## src/rtl/queue_bank_pkg.sv

```systemverilog
// queue_bank_pkg
//   Shared sizing for the queue bank and the downstream round-robin arbiter.
//   Holds default parameter values and the widths derived from them.
package queue_bank_pkg;

    localparam int QB_QUANTITY  = 4;
    localparam int QB_DATA_BITS = 8;
    localparam int QB_DEPTH     = 4;

    localparam int QB_SEL_BITS  = $clog2(QB_QUANTITY);
    localparam int QB_PTR_BITS  = $clog2(QB_DEPTH);

endpackage

```

## src/rtl/queue_bank_fifo.sv

```systemverilog
// queue_fifo
//   Single synchronous FIFO with registered pointers and occupancy count.
//   Read data is the combinational head word; the caller registers it.
// Ports:
//   clk, rst      clock, synchronous active-high reset
//   wr_en, rd_en  write / read requests (already qualified by global enable)
//   din, dout     write data / head word
//   empty, full   decodes of the registered count
module queue_fifo
    import queue_bank_pkg::*;
#(
    parameter int DATA_BITS = QB_DATA_BITS,
    parameter int DEPTH     = QB_DEPTH
) (
    input  logic                 clk,
    input  logic                 rst,
    input  logic                 wr_en,
    input  logic                 rd_en,
    input  logic [DATA_BITS-1:0] din,
    output logic [DATA_BITS-1:0] dout,
    output logic                 empty,
    output logic                 full
);

    localparam int PTR_BITS = $clog2(DEPTH);

    logic [DATA_BITS-1:0] mem [DEPTH];
    logic [PTR_BITS-1:0]  rd_ptr;
    logic [PTR_BITS-1:0]  wr_ptr;
    logic [PTR_BITS:0]    count;
    logic                 do_rd;
    logic                 do_wr;

    assign empty = (count == '0);
    assign full  = (count == (PTR_BITS+1)'(DEPTH));
    assign dout  = mem[rd_ptr];

    // A write into a full queue is allowed when the head leaves at the same
    // edge: rd_ptr == wr_ptr, and the read samples the old contents.
    assign do_rd = rd_en && !empty;
    assign do_wr = wr_en && (!full || do_rd);

    always_ff @(posedge clk) begin
        if (rst) begin
            rd_ptr <= '0;
            wr_ptr <= '0;
            count  <= '0;
        end else begin
            if (do_wr) begin
                mem[wr_ptr] <= din;
                wr_ptr      <= wr_ptr + 1'b1;
            end
            if (do_rd) begin
                rd_ptr <= rd_ptr + 1'b1;
            end
            case ({do_wr, do_rd})
                2'b10:   count <= count + 1'b1;
                2'b01:   count <= count - 1'b1;
                default: count <= count;
            endcase
        end
    end

endmodule

```

## src/rtl/queue_bank.sv

```systemverilog
// queue_bank
//   Bank of independent FIFO queues feeding a round-robin arbiter. The
//   classifier pushes via push/push_sel; the arbiter's selector/out_enb pair
//   pops via pop_sel/pop. One registered word is delivered per granted pop.
// Ports:
//   clk, rst            clock, synchronous active-high reset (beats enb)
//   enb                 global enable; low freezes all queue state
//   push, push_sel      write request and destination queue
//   data_in             word to write
//   pop, pop_sel        read request and source queue
//   buf_empty/buf_full  per-queue occupancy flags
//   data_out, valid_out registered read word and its one-cycle strobe
//   drop                one-cycle pulse for a push discarded by a full queue
module queue_bank
    import queue_bank_pkg::*;
#(
    parameter int QUEUE_QUANTITY = QB_QUANTITY,
    parameter int DATA_BITS      = QB_DATA_BITS,
    parameter int QUEUE_DEPTH    = QB_DEPTH
) (
    input  logic                              clk,
    input  logic                              rst,
    input  logic                              enb,
    input  logic                              push,
    input  logic [$clog2(QUEUE_QUANTITY)-1:0] push_sel,
    input  logic [DATA_BITS-1:0]              data_in,
    input  logic                              pop,
    input  logic [$clog2(QUEUE_QUANTITY)-1:0] pop_sel,
    output logic [QUEUE_QUANTITY-1:0]         buf_empty,
    output logic [QUEUE_QUANTITY-1:0]         buf_full,
    output logic [DATA_BITS-1:0]              data_out,
    output logic                              valid_out,
    output logic                              drop
);

    localparam int SEL_BITS = $clog2(QUEUE_QUANTITY);

    logic [DATA_BITS-1:0]      dout_arr [QUEUE_QUANTITY];
    logic [QUEUE_QUANTITY-1:0] wr_en;
    logic [QUEUE_QUANTITY-1:0] rd_en;
    logic                      push_in_range;
    logic                      pop_in_range;
    logic                      pop_ok;
    logic                      push_drop;

    // Selects beyond QUEUE_QUANTITY are possible when it is not a power of 2;
    // such requests are ignored and never reported as drops.
    assign push_in_range = ({1'b0, push_sel} < (SEL_BITS+1)'(QUEUE_QUANTITY));
    assign pop_in_range  = ({1'b0, pop_sel}  < (SEL_BITS+1)'(QUEUE_QUANTITY));

    always_comb begin
        wr_en = '0;
        rd_en = '0;
        if (enb && push && push_in_range) begin
            wr_en[push_sel] = 1'b1;
        end
        if (enb && pop && pop_in_range) begin
            rd_en[pop_sel] = 1'b1;
        end
    end

    assign pop_ok = |(rd_en & ~buf_empty);

    // A full queue still accepts the push when the same queue pops this edge.
    assign push_drop = |(wr_en & buf_full & ~(rd_en & ~buf_empty));

    for (genvar i = 0; i < QUEUE_QUANTITY; i++) begin : g_queue
        queue_fifo #(
            .DATA_BITS (DATA_BITS),
            .DEPTH     (QUEUE_DEPTH)
        ) u_fifo (
            .clk   (clk),
            .rst   (rst),
            .wr_en (wr_en[i]),
            .rd_en (rd_en[i]),
            .din   (data_in),
            .dout  (dout_arr[i]),
            .empty (buf_empty[i]),
            .full  (buf_full[i])
        );
    end

    always_ff @(posedge clk) begin
        if (rst) begin
            data_out  <= '0;
            valid_out <= 1'b0;
            drop      <= 1'b0;
        end else begin
            valid_out <= pop_ok;
            drop      <= push_drop;
            if (pop_ok) begin
                data_out <= dout_arr[pop_sel];
            end
        end
    end

endmodule

```

## config.mk

```make
export PLATFORM = sky130hd
export DESIGN_NAME = queue_bank
export DESIGN_NICKNAME = d
export VERILOG_FILES = /design/src/rtl/queue_bank_pkg.sv /design/src/rtl/queue_bank_fifo.sv /design/src/rtl/queue_bank.sv
export SDC_FILE = /design/constraint.sdc
export NUM_CORES = 1
export LEC_CHECK = 0
export CORE_MARGIN = 5
export CORE_UTILIZATION = 35
export CTS_BUF_LIST = sky130_fd_sc_hd__clkbuf_8 sky130_fd_sc_hd__clkbuf_16
export CTS_CLUSTER_DIAMETER = 120
export CTS_CLUSTER_SIZE = 30
export DETAILED_ROUTE_END_ITERATION = 12
export MAX_ROUTING_LAYER = met4
export SLEW_MARGIN = 0
export SYNTH_ARGS = -nofsm -noshare
export SYNTH_HDL_FRONTEND = slang
export SYNTH_SLANG_ARGS = --single-unit
```

## constraint.sdc

```tcl
create_clock -name clk -period 2.5 [get_ports clk]
set_input_delay 0.375 -clock clk [delete_from_list [all_inputs] [get_ports clk]]
set_output_delay 0.375 -clock clk [all_outputs]
set_load 0.05 [all_outputs]
```

* Yosys cells after proc, flatten, opt, wreduce, memory -nomap -nowiden
Memories as Yosys holds them, arrays and structs flattened. A register that Yosys moved wholly into a read port is not among the register bits.
Cells that the tools add are included.
W data, S select, Z words.
** Word-level totals
- Memories kept :: 4
- Word-level logic and storage cells :: 125
- Bits of input ports :: 17
- Bits in registers :: 38
- Bits in writable memories :: 128
- Output and inout bits :: 18
** Operators by class
- Reductions and logical operators :: 34
- Equality and inequality tests :: 12
- Muxes and demuxes :: 33
- Bitwise operators :: 6
- $lt $le $gt $ge :: 5
- Add/sub/neg operators :: 16
** Memories
- g_queue[0].u_fifo.mem :: depth 4, bits a word 8, rd ports 1, clocked after memory_dff 1, write ports 1, line queue_bank_fifo.sv:27 : logic [DATA_BITS-1:0] mem [DEPTH];
- g_queue[1].u_fifo.mem :: depth 4, bits a word 8, rd ports 1, clocked after memory_dff 1, write ports 1, line queue_bank_fifo.sv:27
- g_queue[2].u_fifo.mem :: depth 4, bits a word 8, rd ports 1, clocked after memory_dff 1, write ports 1, line queue_bank_fifo.sv:27
- g_queue[3].u_fifo.mem :: depth 4, bits a word 8, rd ports 1, clocked after memory_dff 1, write ports 1, line queue_bank_fifo.sv:27
** Operator list (number)
- $pmux W3 S2 :: 4
- $add A2 B1 Y2 const B :: 8
- $bmux W8 S2 :: 1
- $mux W2 :: 8
- $mux W8 :: 2
- $mux W1 :: 14
- $add A3 B1 Y3 const B :: 4
- $and A4 B4 Y4 :: 3
- $eq A3 B3 Y1 const B :: 4
- $logic_and A1 B1 Y1 :: 12
- $logic_not A3 Y1 :: 4
- $sub A3 B1 Y3 const B :: 4
- $eq A2 B1 Y1 const B :: 4
- $eq A2 B2 Y1 const B :: 4
- $logic_not A1 Y1 :: 8
- $mux W4 :: 2
- $not A4 Y4 :: 2
- $reduce_bool A2 Y1 :: 4
- $reduce_or A4 Y1 :: 2
- $lt A2 B3 Y1 const B :: 2
- $demux W1 S2 :: 2
- $ge A2 B1 Y1 const B :: 2
- $logic_or A1 B1 Y1 :: 4
- $ge A3 B3 Y1 const B :: 1
- $not A2 Y3 :: 1

* Logic depth before layout (Yosys ltp)
Gate-level depths: netlist (run 1).
- Word-level depth :: 11
- Mapped depth :: 9
- Gate-level depth less buffers :: 9

* By module
Synthesis (run 1) repeated with hierarchy kept, for this count alone.
** Second synthesis, totals
- Cell total of the unflattened synthesis :: 482
- Area total of the unflattened synthesis :: 7484.7 um^2
** Modules (own cells, without submodules)
- queue_fifo (g_queue[1].u_fifo ...) :: area an instance 1714.1 um^2, times used 3, cells each 108, seq. area each 1141.1 um^2
- queue_fifo (g_queue[0].u_fifo) :: area an instance 1637.8 um^2, times used 1, cells each 96, seq. area each 1141.1 um^2
- queue_bank :: area an instance 704.4 um^2, times used 1, cells each 62, seq. area each 200.2 um^2

* Least setup slack after synthesis (run 1)
OpenSTA, ideal clock, no wires.
- Path type :: register to register
- Start point :: register g_queue[1].u_fifo.count[0]
- End point :: register g_queue[1].u_fifo.count[2]
- Clock period less this slack :: 2396 ps
- Data required time :: 2429 ps
- Cell stages (with the launch flop) :: 9
- Data arrival time :: 2326 ps
- Path buffers :: 0
- Setup time :: 71 ps
- Slack :: 104 ps
- Path through :: dfxtp_1 -> or3b_2 -> o211ai_1 -> ha_1 -> inv_1 -> fa_1 -> xor2_1 -> or3_1 -> a21oi_1
** Between the ends
- Word-level cells in the longest chain between the ends :: 7
- Elaborated cells on any way between the ends :: 13
- Those cells by class :: add/sub (2); eq/ne (3); mux (1); reduce/logical (7)
** Ends and longest elaborated chain
- start: declaration :: line queue_bank_fifo.sv:30 : logic [PTR_BITS:0] count;
- start signal: assignment :: line queue_bank_fifo.sv:57 : 2'b10: count <= count + 1'b1;
- start signal: assignment :: line queue_bank_fifo.sv:58 : 2'b01: count <= count - 1'b1;
- start signal: assignment :: line queue_bank_fifo.sv:59 : default: count <= count;
- $logic_not A3 Y1 :: line queue_bank_fifo.sv:34 : assign empty = (count == '0);
- $logic_not A1 Y1 :: line queue_bank_fifo.sv:40 : assign do_rd = rd_en && !empty;
- $logic_and A1 B1 Y1 :: line queue_bank_fifo.sv:40
- $logic_or A1 B1 Y1 :: line queue_bank_fifo.sv:41 : assign do_wr = wr_en && (!full || do_rd);
- $logic_and A1 B1 Y1 :: line queue_bank_fifo.sv:41
- $eq A2 B1 Y1 or $eq A2 B2 Y1 (tied branches) :: line queue_bank_fifo.sv:56 : case ({do_wr, do_rd})
- $pmux W3 S2 or $reduce_bool A2 Y1 (tied branches)
Parallel ways exist; a longest one is shown, timed or not.
A chain may end at the register's enable or synchronous reset.

* Worst setup path after layout (run 1)
- Start point :: register g_queue[1].u_fifo.count[2]
- End point :: register g_queue[1].u_fifo.count[2]
The elaborated chain is that of the path after synthesis.

==> results of run 1 <==
-- worst paths after layout --
path | from | endpoint | slack (ps) | depth (start not counted)
max | g_queue[1].u_fifo.count[2] | g_queue[1].u_fifo.count[2] | 120 | 8
min | rst | g_queue[3].u_fifo.wr_ptr[1] | 450 | 2
max reg2reg | g_queue[1].u_fifo.count[2] | g_queue[1].u_fifo.count[2] | 120 | 8
min reg2reg | data_out[3] | data_out[3] | 470 | 2
-- flip-flops by register name, indices dropped and copies added, names as in the netlist, named ones only --
| signal | count |
|---|---|
| g_queue.u_fifo.count | 12 |
| valid_out | 1 |
| g_queue.u_fifo.rd_ptr | 8 |
| g_queue.u_fifo.wr_ptr | 8 |
| drop | 1 |
| g_queue.u_fifo.mem | 128 |
| data_out | 8 |
-- layout make-up --
type,count,share of cell area
inverter,30,0.0126
sequential,174,0.532
clock inverter,15,0.0184
timing repair buffer,87,0.104
multi-input combinational,238,0.248
clock buffer,17,0.0475
tap,270,0.0377
-- Yosys cell counts (4+ instances only) --
master,n,area share
a21oi_1,17,0.012
a22o_1,7,0.0085
a22oi_1,15,0.016
and2_1,20,0.017
buf_1,5,0.0026
buf_2,4,0.0028
buf_4,9,0.0093
clkbuf_1,9,0.0047
dfxtp_1,46,0.13
edfxtp_1,128,0.53
fa_1,4,0.011
ha_1,19,0.033
inv_1,30,0.016
mux2i_1,4,0.0055
mux4_2,32,0.099
nand3_1,11,0.0076
nor2_1,38,0.020
nor2b_1,4,0.0035
nor3_1,4,0.0028
o21ai_0,5,0.0035
or3_1,6,0.0052
xnor2_1,8,0.0097
xor2_1,11,0.013
-- metrics by stage --
stage	total power, uW	hold slack, ps	util	std cells
6_report	5960	447	0.442	831
5_1_grt	6170	471	0.442	831
4_1_cts	6020	436	0.441	830
3_5_place_dp	3420	464	0.412	798
3_3_place_gp	3410	458	0.412	798
2_1_floorplan	3290	462	-	470
-- where the power goes --
| group | leakage, uW | internal [uW] | total [uW] | switching, uW |
|---|---|---|---|---|
| clock | 0.000285 | 1420 | 2610 | 1190 |
| sequential | 0.00152 | 3110 | 3120 | 10.8 |
| combinational | 0.00125 | 92.7 | 229 | 137 |
-- repair_timing --
item	4_1_cts	5_1_grt
endpoints found under the setup margin	2	4
buffers inserted	0	1
gates resized for setup	2	7
pin swaps	0	1
-- logic make-up (layout without fill, tap and decap cells) --
kind of cell | Yosys count | in the layout | synth area share
xor gates and xnor gates | 19 | 19 | 0.0230
muxes | 39 | 39 | 0.110
DFF | 174 | 174 | 0.657
AOI/OAI and AO/OA | 53 | 53 | 0.0518
and+or+nand+nor | 104 | 104 | 0.0782
adders and majority gates | 23 | 23 | 0.0438
buffers and inverters | 58 | 149 | 0.0364
-- metal layers --
layer  part of all wire  wire, microns  vias up  GRT usage
met4              0.011            155        0     0.0454
li1                   -              -     1904          -
met1               0.45           6460     2009      0.173
met2               0.50           7170       80      0.206
met5                  0              0        -          -
met3              0.048            700       14     0.0273
==> results.env, run 1 <==
ANTENNADIODECOUNT=0
IO_PINS=35
GRT_PASS1_WL_MM=23.2
MULTI_INPUT_AREA_SQ_UM=2230
WORST_EP_REQUIRED_TIME_PS=2850
SYNTH-SEQ-AREA-SHARE=0.657
RSZ_0062_RAISED_AFTER_GLOBAL_ROUTING='false'
MAX_CAP_VIOL=0
STARTPOINT_TYPE='flop'
POSTSYNTHNETCOUNT=510
FIN_WORST_SETUP_SLACK_PS=125
DESIGN_AREA_SQ_UM=8960
DP_HPWL_MM=10.2
CRITICAL_PATH_BUF_INV_COUNT=1
GLOBAL_ROUTE.OVERFLOW_TOTAL=0
PWR_DENSITY_CELL_nW_PER_UM2=665
WL_PER_CELL_MICRONS=17.4
CTS_NUM_SINKS=174
POSTSYNTH.TOPFLOPCELL='edfxtp_1'
DIE_HEIGHT_MICRONS=154
WORST_SLEW_MARGIN_REL=0.572
GP_ROUTABILITY_CONGESTION=0.804
DRIVE_ABOVE_1_SHARE=0.239
ROWS=52
WORST_SLEW_PIN_SLEW_PS=641
CP_DATA_ARRIVAL_TIME_PS=2730
RUN_STATUS='complete, no violations'
TIMING.FINAL.CRIT_SHARE=0.950
CPPEAKSTAGEDELAY_PS=420
FINALCLOCKSKEW_PS=11.2
CP_SLOWEST_CELL='or3b_4'
DRC=0
HOLD_CLASS='input port to flop'
NUM-NETS-FINAL=588
CTS_TREE='built'
FLOORPLAN.DIE_AREA_SQ_UM=23700
PLACED_CELL_AREA_SQ_UM=8350
FP.COREAREA_SQ_UM=20300
GRT_USAGE=0.132
GRT_START_MAX_NET_PINS=30
TIMING.FINAL.SETUP_VIOLATIONS=0
NUMCTSBUFFERS=17
COUNT_OF_DIFFERENT_CELL_MASTERS_AFTER_SYNTHESIS=48
FIRST_PASS_ITERS=4
MAXIMUM_COUNT_OF_CLOCK_BUFFERS_ALONG_A_SINGLE_PATH=2
MOSTFREQUENTLAYOUTCELLS='edfxtp_1, dfxtp_1, buf_4'
WORST_SKEW_PAIR.LATE_LATENCY_PS=430
LAYOUT.CELLS.MOST_COMMON='edfxtp_1'
DRT-INITIAL-DRC-COUNT=286
NUMBER_OF_GLOBAL_ROUTE_VIAS_BEFORE_REPAIR=4200
DIE_X_MICRONS=154
WORST_SETUP_PATH_END_KIND='flop'
IO_BUFFERS=34
DPL_WORST_SLACK_PS=-279
CTS-ROOT-BUF='clkbuf_16'
GRT_ANTENNA_BEFORE_REPAIR=0
SEQ_AREA_SQ_UM=4770
CTS_HOLD_BUF=0
SYN_INST=470
SYNTH_ASYNC_SR_FLOP_SHARE=0
SYNTH.AVG_CELL_AREA_SQ_UM=15.4
N_FILL_CELL=1787
PERIOD_NEEDED_PS=2380
NUMBER_OF_SLEW_LIMIT_VIOLATIONS_IN_THE_FINAL_REPORT=0
DR_TOTAL_VIAS=4007
TOP_ACHIEVABLE_CLOCK_SPEED_MHz=421
TIMING.CRITICAL_PATH.CELLS='or3b_4 > o211ai_1 > ha_1 > inv_1 > fa_1 > xor2_1 > or3_1 > a21oi_1'
SYN_AREA_SQ_UM=7250
CP_MAX_FO=4
SYNTH_EDF_COUNT=128
CRITICAL_PATH_CLASS='flop to flop'
CLKSLEWWORSTSETUPHOLDPATHS_PS=60
MAX-VDD-IR-DROP_V=0.000472
SYNTH.YOSYS.WARNINGS=0
INITIAL_CORE_UTIL=0.357
CELL_FAMILY_CONTRIBUTING_THE_MOST_DELAY_ON_THE_CRITICAL_PATH='simple AND/OR/NAND/NOR gates'
HOLD_VIOLATIONS=0
AREAGROWTHSYNTHTOFINISH_PCT=23.7
DRT.ANTENNA.VIOLATING_NETS=0
DRT-VIAS-PER-INSTANCE=4.82
P_LEAK_uW=0.00305
FINAL.SETUP.TNS_PS=0
CTSHTREEMAXLEVEL=4
YS_SEQ_ELEMENTS=174
DRT_WL_TOTAL_MM=14.5
Note: power is estimated with default switching activity, not from simulation.
==> run 2, diff against run 1 <==
- SLEW_MARGIN: 0 -> 15
- clock period: 2.5 -> 2.1 ns (I/O delays scaled with it)
==> run 2 against run 1 <==
Net effect:
- worst setup slack got worse by 250 ps
- sequential share of layout area is 1.4 points lower
- total power grew 21%
- highest routed layer unchanged
- critical path type unchanged
- critical endpoint is now g_queue[0].u_fifo.count[2]
- the run now ends with negative setup slack left
- largest power group unchanged
==> results.env, run 2 (same netlist as run 1, synthesis figures left out) <==
REG2REG_SLACK_PS=-120  # -250 ps
CTS_NUM_SINKS=174  # unchanged
LAYOUT.CELLS.MOST_COMMON='edfxtp_1'
DPL_WORST_SLACK_PS=-613  # -334 ps
DRC=0  # unchanged
MULTI_INPUT_AREA_SQ_UM=2270  # +2.2%
FINALCLOCKSKEW_PS=12.9  # +1.69 ps
DIE_HEIGHT_MICRONS=154  # unchanged
WORST_SKEW_PAIR.LATE_LATENCY_PS=430  # about the same
ROWS=52  # unchanged
CP_DATA_ARRIVAL_TIME_PS=2580  # -150 ps
TIMING.CRITICAL_PATH.CELLS='or3b_4 > o211a_1 > inv_2 > ha_4 > inv_2 > fa_2 > xor2_1 > or3_1 > a21oi_1'
CPPEAKSTAGEDELAY_PS=400  # -20 ps
GRT_ANTENNA_BEFORE_REPAIR=0  # unchanged
WORST_SLEW_PIN_SLEW_PS=706  # +65.2 ps
GRT_START_MAX_NET_PINS=29  # -3.3%
CRITICAL_PATH_CLASS='flop to flop'
NUMBER_OF_SLEW_LIMIT_VIOLATIONS_IN_THE_FINAL_REPORT=0  # unchanged
FAILED_CHECKS='negative setup slack'
DP_HPWL_MM=10.6  # +3.3%
TIMING.HOLD.WS_PS=217  # -229 ps
RSZ_0062_RAISED_AFTER_GLOBAL_ROUTING='true'
PLACEDCELLCOUNT=813  # +1.9%
MOSTFREQUENTLAYOUTCELLS='edfxtp_1, buf_4, dfxtp_1'
DR_TOTAL_VIAS=4139  # +3.3%
FLOORPLAN.DIE_AREA_SQ_UM=23700  # unchanged
WORST_EP_REQUIRED_TIME_PS=2460  # -390 ps
WL_PER_CELL_MICRONS=17.5  # +0.11%
CRITICAL_PATH_BUF_INV_COUNT=2  # +1
PERIOD_NEEDED_PS=2220  # -155 ps
HOLD_CLASS='input port to flop'
DRT.ANTENNA.VIOLATING_NETS=0  # unchanged
FP.COREAREA_SQ_UM=20300  # unchanged
CP_MAX_FO=2  # -2
LARGEST_REG_FLOPS=128  # unchanged
IO_PINS=35  # unchanged
NUM-NETS-FINAL=609  # +3.6%
TIMING.FINAL.SETUP_VIOLATIONS=2  # +2
NUMCTSBUFFERS=17  # unchanged
FIRST_PASS_ITERS=6  # +2
WORST_SLEW_MARGIN_REL=0.528  # -0.0444
CLKSLEWWORSTSETUPHOLDPATHS_PS=60  # about the same
TOP_REGISTER='g_queue.u_fifo.mem'
SEQ_AREA_SQ_UM=4770  # about the same
CELL_FAMILY_CONTRIBUTING_THE_MOST_DELAY_ON_THE_CRITICAL_PATH='simple AND/OR/NAND/NOR gates'
GRT_PASS1_WL_MM=23.7  # +2.2%
CTS-ROOT-BUF='clkbuf_16'
IO_BUFFERS=34  # unchanged
P_LEAK_uW=0.00319  # +4.6%
DRT-INITIAL-DRC-COUNT=201  # -30%
CP_SLOWEST_CELL='or3b_4'
MAXIMUM_COUNT_OF_CLOCK_BUFFERS_ALONG_A_SINGLE_PATH=2  # unchanged
ANTENNADIODECOUNT=0  # unchanged
NUMBER_OF_GLOBAL_ROUTE_VIAS_BEFORE_REPAIR=4295  # +2.3%
TIMING.FINAL.CRIT_SHARE=1.06  # +0.107
GP_ROUTABILITY_CONGESTION=0.815  # +1.3%
STARTPOINT_TYPE='flop'
CTS_TREE='built'
N_FILL_CELL=1818  # +1.7%
TOP_CELL_BY_COUNT_WORST_PATH='inv_2'
DRT-VIAS-PER-INSTANCE=4.86  # +0.75%
GLOBAL_ROUTE.OVERFLOW_TOTAL=0  # unchanged
HOLD_VIOLATIONS=0  # unchanged
BIGGESTREGSBYFLOPS='g_queue.u_fifo.mem x128, g_queue.u_fifo.count x12'
DIE_X_MICRONS=154  # unchanged
CTSHTREEMAXLEVEL=4  # unchanged
WORST_SETUP_PATH_END_KIND='flop'
AREAGROWTHSYNTHTOFINISH_PCT=27.2
DRIVE_ABOVE_1_SHARE=0.302  # +0.0635
RUN_STATUS='finished with violations'
LAYOUTNONFILLERINSTCOUNT=852  # +2.5%
TOP_ACHIEVABLE_CLOCK_SPEED_MHz=450  # +7.0%
GRT_USAGE=0.134  # +0.00251
MAX_CAP_VIOL=0  # unchanged
MAX-VDD-IR-DROP_V=0.000654  # +39%
TOTAL_POWER_uW=7180  # +21%
INITIAL_CORE_UTIL=0.357  # unchanged
FIN_WORST_SETUP_SLACK_PS=-121  # -245 ps
PWR_DENSITY_CELL_nW_PER_UM2=779  # +17%
DRT_WL_TOTAL_MM=14.9  # +2.6%
[run 2: cell types whose count changed in the layout (fill, tap and decap cells not counted), moves of 3 or more]
cell,change
fa_1,-3
ha_1,-3
dlymetal6s2s_1,-3
clkinv_4,+3
inv_1,-3
dfxtp_2,+3
buf_12,+4
clkdlybuf4s50_1,-4
buf_4,+20
inv_2,+3
fa_2,+3
dfxtp_1,-3
[run 2: cell type report]
cell class                 instances  share of cell area
clock buffer                      17              0.0461
inverter                          30              0.0122
multi-input combinational        238               0.247
clock inverter                    15              0.0198
sequential                       174               0.517
timing repair buffer             108               0.121
tap                              270              0.0366
[run 2: timing repair]
item	in CTS	in global routing
buffers inserted	4	2
gates resized for setup	8	11
hold buffers	0	0
endpoints found under the setup margin	5	11
cloned	0	1
hold endpoints to repair	0	0
pin swaps	5	11
[run 2: per-stage QoR]
| step | TNS, ps | utilization | cell area, sq um |
|---|---|---|---|
| 5_1_grt | -599 | 0.454 | 9220 |
| 3_5_place_dp | -39810 | 0.420 | 8530 |
| 4_1_cts | -246 | 0.452 | 9170 |
| 3_3_place_gp | -34670 | 0.420 | 8530 |
| 2_1_floorplan | -354 | - | 7280 |
| 6_report | -240 | 0.454 | 9220 |
[run 2: worst paths after layout]
path                                            startpoint                          end  depth (start not counted)
worst max-delay path            g_queue[0].u_fifo.count[0]   g_queue[0].u_fifo.count[2]                          9
worst min-delay path                                   rst  g_queue[3].u_fifo.wr_ptr[0]                          2
worst max register to register  g_queue[0].u_fifo.count[0]   g_queue[0].u_fifo.count[2]                          9
worst min register to register                 data_out[0]                  data_out[0]                          2
[run 2: power by group]
part / internal [uW] / leakage [uW] / total (uW) / switching (uW)
combinational: 124 / 0.00137 / 298 / 174
clock: 1800 / 0.000300 / 3170 / 1370
sequential: 3700 / 0.00153 / 3710 / 10.7
total: 5630 / 0.00319 / 7180 / 1560
[run 2: per-layer routing]
| metal | routed length, microns | share of wire | up-vias | track usage |
|---|---|---|---|---|
| met1 | 6580 | 0.44 | 2088 | 0.173 |
| met3 | 823 | 0.055 | 10 | 0.0326 |
| met2 | 7320 | 0.49 | 91 | 0.209 |
| met5 | 0 | 0 | - | - |
| li1 | - | - | 1950 | - |
| met4 | 153 | 0.010 | 0 | 0.0458 |
==> run 3, diff against run 2 <==
- CTS_BUF_LIST: sky130_fd_sc_hd__clkbuf_8 sky130_fd_sc_hd__clkbuf_16 -> sky130_fd_sc_hd__clkbuf_4
==> run 3 against run 2 <==
Net effect:
- the flow still finishes with violations (negative setup slack)
- first-iteration DRC count up 20%
- wire length decreased by 1.6%
- utilization down 1.3 points
- hold slack worse by 130 ps
- combinational power hardly changed
- cell count is 0.12% lower
- critical path type unchanged
- critical endpoint unchanged
==> results.env, run 3 (same netlist as run 1, synthesis figures left out) <==
HOLD_CLASS='input port to flop'
LAYOUTNONFILLERINSTCOUNT=851  # -0.12%
RSZ_0062_RAISED_AFTER_GLOBAL_ROUTING='true'
FIN_WORST_SETUP_SLACK_PS=-134  # -12.7 ps
FINAL.SETUP.TNS_PS=-267  # -27.2 ps
SEQ_POWER_SHARE=0.618  # +0.101
FLOORPLAN.DIE_AREA_SQ_UM=23700  # unchanged
DIE_X_MICRONS=154  # unchanged
FAILED_CHECKS='negative setup slack'
FP.COREAREA_SQ_UM=20300  # unchanged
CP_SLOWEST_CELL='or3b_4'
CELL_FAMILY_CONTRIBUTING_THE_MOST_DELAY_ON_THE_CRITICAL_PATH='simple AND/OR/NAND/NOR gates'
COMBPWRFRAC=0.050  # +0.009
ROWS=52  # unchanged
GRT_PASS1_WL_MM=23.5  # -0.61%
TOP_ACHIEVABLE_CLOCK_SPEED_MHz=448  # -0.57%
TOP_CELL_BY_COUNT_WORST_PATH='inv_2'
RUN_STATUS='finished with violations'
IO_BUFFERS=34  # unchanged
P_LEAK_uW=0.00317  # -0.76%
WORST_EP_REQUIRED_TIME_PS=2590  # +130 ps
NUMCTSBUFFERS=17  # unchanged
GRT_USAGE=0.132  # -0.00215
CTS_TREE='built'
CLKSLEWWORSTSETUPHOLDPATHS_PS=140  # +80 ps
MOSTFREQUENTLAYOUTCELLS='edfxtp_1, buf_4, dfxtp_1'
MAXIMUM_COUNT_OF_CLOCK_BUFFERS_ALONG_A_SINGLE_PATH=2  # unchanged
CLOCKPOWERSHARE=0.332  # -0.110
STARTPOINT_TYPE='flop'
GP_ROUTABILITY_CONGESTION=0.815  # unchanged
TIMING.FINAL.CRIT_SHARE=1.06  # +0.00604
NUMBER_OF_GLOBAL_ROUTE_VIAS_BEFORE_REPAIR=4326  # +0.72%
GLOBAL_ROUTE.OVERFLOW_TOTAL=0  # unchanged
CP_MAX_FO=2  # unchanged
CRITICAL_PATH_CLASS='flop to flop'
CPPEAKSTAGEDELAY_PS=400  # about the same
REG2REG_SLACK_PS=-130  # about the same
BIGGESTREGSBYFLOPS='g_queue.u_fifo.mem x128, g_queue.u_fifo.count x12'
WL_PER_CELL_MICRONS=17.2  # -1.5%
CELL_INTERNAL_PWR_uW=4580  # -19%
WORST_SLEW_MARGIN_REL=0.533  # +0.00523
DP_HPWL_MM=10.6  # unchanged
CTS_NUM_SINKS=174  # unchanged
PLACEDCELLCOUNT=813  # unchanged
GRT_ANTENNA_BEFORE_REPAIR=1  # +1
NUMBER_OF_SLEW_LIMIT_VIOLATIONS_IN_THE_FINAL_REPORT=0  # unchanged
DRT-VIAS-PER-INSTANCE=4.87  # +0.26%
HOLD_VIOLATIONS=0  # unchanged
WORST_SLEW_PIN_SLEW_PS=698  # -7.82 ps
CTS_HOLD_BUF=0  # unchanged
CP_DATA_ARRIVAL_TIME_PS=2720  # +140 ps
GRT_START_MAX_NET_PINS=29  # unchanged
DRIVE_ABOVE_1_SHARE=0.314  # +0.0114
P_SW_FRAC=0.237  # +0.0202
AREAGROWTHSYNTHTOFINISH_PCT=23.6
DRT.ANTENNA.VIOLATING_NETS=0  # unchanged
DIE_HEIGHT_MICRONS=154  # unchanged
CRITICAL_PATH_BUF_INV_COUNT=2  # unchanged
DR_TOTAL_VIAS=4145  # +0.14%
TOP_REGISTER='g_queue.u_fifo.mem'
PERIOD_NEEDED_PS=2230  # +12.7 ps
TIMING.CRITICAL_PATH.CELLS='or3b_4 > o211a_1 > inv_2 > ha_4 > inv_2 > fa_2 > xor2_1 > or3_1 > a21oi_1'
INITIAL_CORE_UTIL=0.357  # unchanged
NUM-NETS-FINAL=607  # -0.33%
CTSHTREEMAXLEVEL=4  # unchanged
WORST_SETUP_PATH_END_KIND='flop'
MAX_CAP_VIOL=0  # unchanged
MAX-VDD-IR-DROP_V=0.000294  # -55%
WORST_SKEW_PAIR.LATE_LATENCY_PS=560  # +130 ps
DRT-INITIAL-DRC-COUNT=242  # +20%
LAYOUT.CELLS.MOST_COMMON='edfxtp_1'
FINALCLOCKSKEW_PS=22.6  # +9.67 ps
LARGEST_REG_FLOPS=128  # unchanged
IO_PINS=35  # unchanged
DRC=0  # unchanged
TIMING.FINAL.SETUP_VIOLATIONS=2  # unchanged
CTS-ROOT-BUF='clkbuf_4'
PLACED_CELL_AREA_SQ_UM=8530  # unchanged
DRT_WL_TOTAL_MM=14.6  # -1.6%
DESIGN_AREA_SQ_UM=8960  # -2.8%
P_SW_uW=1420  # -8.6%
FIRST_PASS_ITERS=5  # -1
PWR_DENSITY_CELL_nW_PER_UM2=670  # -14%
-- run 3: changes by cell type in the layout (fill, tap and decap cells not counted), sizes merged --
| cell | delta |
|---|---|
| dlymetal6s2s | +4 |
| clkdlybuf4s50 | -10 |
| diode | +1 |
| dlygate4sd2 | +6 |
| buf | -2 |
-- run 3: per-stage QoR --
stage | power, uW | setup slack [ps] | hold WS (ps) | utilization
after floorplan | 3920 | -165 | 414 | -
after global routing | 6280 | -259 | 25.9 | 0.441
final | 6010 | -134 | 87.5 | 0.441
after global placement | 4070 | -491 | 457 | 0.420
after detailed placement | 4090 | -613 | 474 | 0.420
after CTS | 6080 | -138 | 40.3 | 0.437
-- run 3: layout make-up --
cell class / count / area (sq um)
antenna: 1 / 2.50
clock buffer: 17 / 128
clock inverter: 15 / 183
fill: 1842 / 11300
inverter: 30 / 115
multi-input combinational: 238 / 2290
sequential: 174 / 4780
tap: 270 / 338
timing repair buffer: 106 / 1130
-- run 3: power by group through the flow --
stage          clock network (uW)  logic [uW]  registers (uW)
6_report                     2000         300            3710
5_1_grt                      2240         326            3710
4_1_cts                      2060         300            3710
3_5_place_dp                    0         298            3790
3_3_place_gp                    0         287            3790
2_1_floorplan                   0         128            3790
-- run 3: per-layer routing --
metal | GRT usage | vias up | share of wire | routed length [microns]
met1 | 0.173 | 2086 | 0.45 | 6560
li1 | - | 1950 | - | -
met4 | 0.0370 | 0 | 0.011 | 154
met5 | - | - | 0 | 0
met3 | 0.0295 | 11 | 0.048 | 703
met2 | 0.209 | 98 | 0.49 | 7210
-- run 3: timing repair --
item / in CTS / in global routing
endpoints found under the setup margin: 13 / 14
cloned: 0 / 0
buffers inserted: 3 / 4
resized for setup: 23 / 20
pin swaps: 6 / 11
-- run 3: path summary, 6_finish.rpt --
kind	startpoint	endpoint	cells past startpoint
setup / recovery	g_queue[0].u_fifo.count[1]	g_queue[0].u_fifo.count[2]	9
setup reg to reg	g_queue[0].u_fifo.count[1]	g_queue[0].u_fifo.count[2]	9
hold reg to reg	data_out[5]	data_out[5]	2
hold / removal	rst	g_queue[3].u_fifo.wr_ptr[0]	2
